--- config.mk ---
export PLATFORM = sky130hd
export DESIGN_NAME = counter_up_down_param
export DESIGN_NICKNAME = d
export VERILOG_FILES = /design/src/rtl/counter_pkg.sv /design/src/rtl/counter_next_calc.sv /design/src/rtl/counter_up_down_param.sv
export SDC_FILE = /design/constraint.sdc
export NUM_CORES = 1
export LEC_CHECK = 0
export CORE_MARGIN = 2
export CORE_UTILIZATION = 48
export CTS_CLUSTER_DIAMETER = 200
export DETAILED_ROUTE_END_ITERATION = 8
export PLACE_DENSITY_LB_ADDON = 0.2
export SLEW_MARGIN = 20
export SYNTH_ARGS = -nofsm -noshare
export SYNTH_HDL_FRONTEND = slang
export SYNTH_SLANG_ARGS = --single-unit
--- constraint.sdc ---
create_clock -name clock -period 2.3 [get_ports clock]
set_clock_uncertainty 0.15 [all_clocks]
set_input_delay 0.575 -clock clock [delete_from_list [all_inputs] [get_ports clock]]
set_output_delay 0.575 -clock clock [all_outputs]
set_load 0.01 [all_outputs]
--- src/rtl/counter_pkg.sv ---
// Shared encodings for the parametrised up/down counter family.
package counter_pkg;

  localparam logic [1:0] CNT_WRAP    = 2'b00;
  localparam logic [1:0] CNT_SAT     = 2'b01;
  localparam logic [1:0] CNT_ONESHOT = 2'b10;

  typedef enum logic {
    ST_RUN  = 1'b0,
    ST_DONE = 1'b1
  } state_t;

endpackage

--- src/rtl/counter_next_calc.sv ---
// Next-count and terminal decision for one enabled step; purely combinational.
module counter_next_calc
  import counter_pkg::*;
#(
  parameter int unsigned WIDTH = 4
) (
  input  logic [WIDTH-1:0] count,
  input  logic             mode,
  input  logic [1:0]       count_mode,
  input  logic [WIDTH-1:0] max_value,
  output logic [WIDTH-1:0] next_count_c,
  output logic             wrap_c,
  output logic             finish_c
);

  // Encoding 11 falls through to wrap behaviour.
  always_comb begin
    next_count_c = count;
    wrap_c       = 1'b0;
    finish_c     = 1'b0;
    if (mode) begin
      // count above max_value (after max_value was lowered) is terminal too
      if (count < max_value) begin
        next_count_c = count + WIDTH'(1);
      end else begin
        unique case (count_mode)
          CNT_SAT: next_count_c = max_value;
          CNT_ONESHOT: begin
            next_count_c = max_value;
            finish_c     = 1'b1;
          end
          default: begin
            next_count_c = '0;
            wrap_c       = 1'b1;
          end
        endcase
      end
    end else begin
      if (count != '0) begin
        next_count_c = count - WIDTH'(1);
      end else begin
        unique case (count_mode)
          CNT_SAT: next_count_c = '0;
          CNT_ONESHOT: begin
            next_count_c = '0;
            finish_c     = 1'b1;
          end
          default: begin
            next_count_c = max_value;
            wrap_c       = 1'b1;
          end
        endcase
      end
    end
  end

endmodule

--- src/rtl/counter_up_down_param.sv ---
// General-purpose up/down counter with runtime modulus, clear/load and
// wrap / saturate / one-shot terminal behaviour.
module counter_up_down_param
  import counter_pkg::*;
#(
  parameter int unsigned WIDTH       = 4,
  parameter int unsigned RESET_VALUE = 0
) (
  input  logic             clock,
  input  logic             reset,
  input  logic             enable,
  input  logic             mode,
  input  logic [1:0]       count_mode,
  input  logic [WIDTH-1:0] max_value,
  input  logic             clear,
  input  logic             load,
  input  logic [WIDTH-1:0] load_value,
  output logic [WIDTH-1:0] count,
  output logic             at_terminal,
  output logic             wrap_pulse,
  output logic             done
);

  localparam logic [WIDTH-1:0] RST_COUNT = WIDTH'(RESET_VALUE);

  state_t           state;
  logic [WIDTH-1:0] step_count;
  logic             step_wrap;
  logic             step_finish;
  logic [WIDTH-1:0] load_clamped;

  counter_next_calc #(
    .WIDTH(WIDTH)
  ) u_next (
    .count       (count),
    .mode        (mode),
    .count_mode  (count_mode),
    .max_value   (max_value),
    .next_count_c(step_count),
    .wrap_c      (step_wrap),
    .finish_c    (step_finish)
  );

  assign load_clamped = (load_value > max_value) ? max_value : load_value;
  assign at_terminal  = mode ? (count == max_value) : (count == '0);

  // Priority: reset > clear > load > step > hold.
  always_ff @(posedge clock or posedge reset) begin
    if (reset) begin
      count      <= RST_COUNT;
      wrap_pulse <= 1'b0;
      done       <= 1'b0;
      state      <= ST_RUN;
    end else if (clear) begin
      count      <= '0;
      wrap_pulse <= 1'b0;
      done       <= 1'b0;
      state      <= ST_RUN;
    end else if (load) begin
      count      <= load_clamped;
      wrap_pulse <= 1'b0;
      done       <= 1'b0;
      state      <= ST_RUN;
    end else if (enable && (state == ST_RUN)) begin
      count      <= step_count;
      wrap_pulse <= step_wrap;
      if (step_finish) begin
        state <= ST_DONE;
        done  <= 1'b1;
      end
    end else begin
      wrap_pulse <= 1'b0;
    end
  end

endmodule

==> results by group <==
Critical path
  • CP Cell Sequence: clkdlybuf4s50_1 -> inv_1 -> ha_1 -> buf_4 -> a21oi_1 -> a211oi_1 -> nor4b_1 -> a211oi_1
  • Crit path DAT: between 2 and 2.5 ns
  • Family with the most delay on the worst path: buffers and inverters
  • Max stage delay on crit path: roughly 0.45 ns
  • Most used cell along the critical path: a211oi_1
  • Reg2Reg Setup Slack: between 0.1 and 0.15 ns
  • CP max-delay cell: clkdlybuf4s50_1
  • WP data required: ~2.3 ns
  • Buffers & Inverters on Critical Path: 3
  • Critical-path maximum fanout: 5
  • Critical Path Source Type: primary input
  • Critical path class: primary input to flip-flop
  • Kind of end point of the critical path: flip-flop

Floorplanning
  • Die height: 47.3 um
  • Io pins: 23
  • Die span in x: roughly 47 um
  • Die ar.: ~0.0022 mm^2
  • Rows: 15
  • Core footprint: approximately 0.0017 mm^2
  • Initial Util: around half

Timing
  • Count of final setup violators: 0
  • Peak Freq: around 440 MHz
  • Final setup TNS: 0 ns
  • Max-Slew Margin vs Limit: 71.7%
  • Endpoints failing hold: 0
  • RSZ-0062 raised after global routing: yes
  • Worst slew pin tran: between 0.4 and 0.5 ns
  • Final period util: between 90% and 100%
  • Setup slack after layout: approximately 0.0076 ns
  • Min Hold Slack: between 0.3 and 0.4 ns
  • Max-slew violations: 0
  • Min Tclk post-route: approximately 2.3 ns

Pwr
  • Power density over the cells: roughly 420 mW/mm^2
  • Leak: around 0.66 nW
  • Max VDD drop: 0.283 mV

Placed design
  • Worst Setup Slack post-DPL: -0.592 ns
  • Placer Congestion: 0.881
  • PortBufs: 22
  • Post-DP HPWL: approximately 2200 um

Global routing
  • First-pass GRT wire length: between 4000 and 5000 um
  • M3 GR Usage: ~2.7%
  • Total GRT Usage: 27.5%
  • Pin count of the biggest net entering global routing: 11
  • Initial antenna violation count: 0
  • Vias in the first global route: 980
  • Met1 GRT Util: 33.0%
  • GR Util met2: between 40% and 50%
  • Grt total ovfl: 0
  • Global routing's busiest layer: met2

Routing
  • DRT Pass-1 Iters: 4
  • DRC: 0
  • Routed len/inst: 15.3 um
  • Vias/cell: 5.86
  • Post-route ant nets: 0
  • Routed WL: approximately 2800 um
  • Vias: 1079
  • Starting DRC count in detailed routing: 30

Yosys
  • Synth Flop Type: dfrtp_1
  • Yosys reg bits: 6
  • Synth Instances: roughly 110
  • Average footprint of a synthesized cell: 8.49 um^2
  • Post-synth EDFFs: 0
  • Synth top area share: around 17%
  • Synth Cell Area: between 800 and 900 um^2
  • Yosys top cell by area: dfrtp_1
  • Ys Warns: 0
  • Syn_nets: about 130
  • Ys async rst share: 100%
  • Ranking of synthesized cells by area: dfrtp_1, ha_1, a21oi_1
  • Sequential area share after synthesis: 16.7%
  • Distinct cell type count after synthesis: 42

Clock network
  • TritonCTS clock tree: yes
  • Sink Count: 6
  • Root buffer cell: clkbuf_4
  • Num CTS Buffers: 3
  • Later-pin clock latency in the skew report: between 0.2 and 0.3 ns
  • Worst-case clock buffer depth: 2
  • Reg clk slew, reported paths: 0.05 ns
  • H-tree depth: 1

Run status
  • Outcome: completed

Finish
  • Area grow syn2layout: 62.3%
  • # nets final: roughly 190
  • Share of cells above drive strength 1: between 30% and 40%
  • Diode count: 0

Hold path
  • HP Class: primary input to async pin

Job
  • Max-cap violations: 0
## worst register-to-register path: stages (launching register included)
cell and delay, ns:
dfrtp_1 0.38, buf_4 0.17, ha_1 0.29, and2b_1 0.16
o21bai_4 0.08, buf_4 0.15, and4_1 0.18, nor4b_1 0.36
a211oi_1 0.09
## cell usage after synthesis (2+ instances only)
library cell	n
o311ai_0	2
nand3_1	4
o21ai_0	3
nor2_1	6
ha_1	11
and4_2	2
a31oi_1	3
and2b_1	2
nor3_1	4
nand2_1	7
a21oi_1	8
dfrtp_1	6
a211oi_1	5
inv_1	10
mux2i_1	4
and4_1	3
## sequential cells by signal (all words and copies together) (netlist names)
register    count
state           1
count           4
wrap_pulse      1
## metrics by stage
step                area (um^2)  total power, mW  cells  util [%]
finish                     1460            0.611    184      83.7
global route               1460            0.649    184      83.7
CTS                        1410            0.580    183      80.6
detailed placement         1350            0.470    180      77.1
global placement           1350            0.461    180      77.1
floorplan                   900            0.314    106         -
## cells in the final DEF (no fill, tap or decap), types with 2 or more instances in the layout
cell | synthesis | layout
buf_4 | 1 | 31
clkdlybuf4s50_1 | 0 | 16
inv_1 | 10 | 7
nand2_1 | 7 | 7
ha_1 | 11 | 7
a21oi_1 | 8 | 6
nor2_1 | 6 | 6
dfrtp_1 | 6 | 6
a211oi_1 | 5 | 5
dlygate4sd2_1 | 0 | 5
mux2i_1 | 4 | 4
nand3_1 | 4 | 4
nor3_1 | 4 | 4
ha_4 | 0 | 4
inv_2 | 0 | 3
a31oi_1 | 3 | 3
and4_1 | 3 | 3
clkbuf_4 | 0 | 3
and2b_1 | 2 | 2
a21oi_2 | 0 | 2
and4_2 | 2 | 2
o311ai_1 | 1 | 2
o21ai_0 | 3 | 2
## final cells by class
class,instances,area [um^2]
multi-input combinational,86,766
timing repair buffer,54,453
fill,105,285
sequential,6,150
inverter,10,37.5
tap,25,31.3
clock buffer,3,22.5
## kinds of logic after synthesis
family / synth area share, %
AND/OR/NAND/NOR: 26.3
buffers and inverters: 8.34
flip-flops: 16.7
AO/OA/AOI/OAI: 27.0
adder cells (fa/ha/maj): 15.3
XOR/XNOR: 1.95
multiplexers: 4.45
## where the power goes
group / internal, mW / switching (mW) / leakage (nW) / total [mW]
Clock: 0.0590 / 0.0383 / 0.0138 / 0.0974
Combinational: 0.208 / 0.180 / 0.562 / 0.387
Sequential: 0.115 / 0.0108 / 0.0800 / 0.126
Total: 0.382 / 0.229 / 0.655 / 0.611
## routing by layer
layer | part of all wire, % | wire length [um] | up-vias
li1 | - | - | 517
met1 | 41 | 1140 | 501
met2 | 51 | 1430 | 50
met3 | 5.4 | 152 | 11
met4 | 3.0 | 84 | 0
met5 | 0 | 0 | -
## path summary, 6_finish.rpt
check	from	end	depth (start not counted)
max	count_mode[0]	count[0]	8
max reg2reg	count[1]	count[0]	8
min in group clock	state	state	2
min	reset	count[3]	2
min reg2reg	state	state	2
max in group asynchronous	reset	wrap_pulse	2
## repair_timing
item                       CTS  global route
buffers inserted             0             1
setup endpoints to repair    7             4
resized for setup           20             9
hold buffers                 0             0
pin swaps                    5             2
Power figures use the tool's default switching activity.
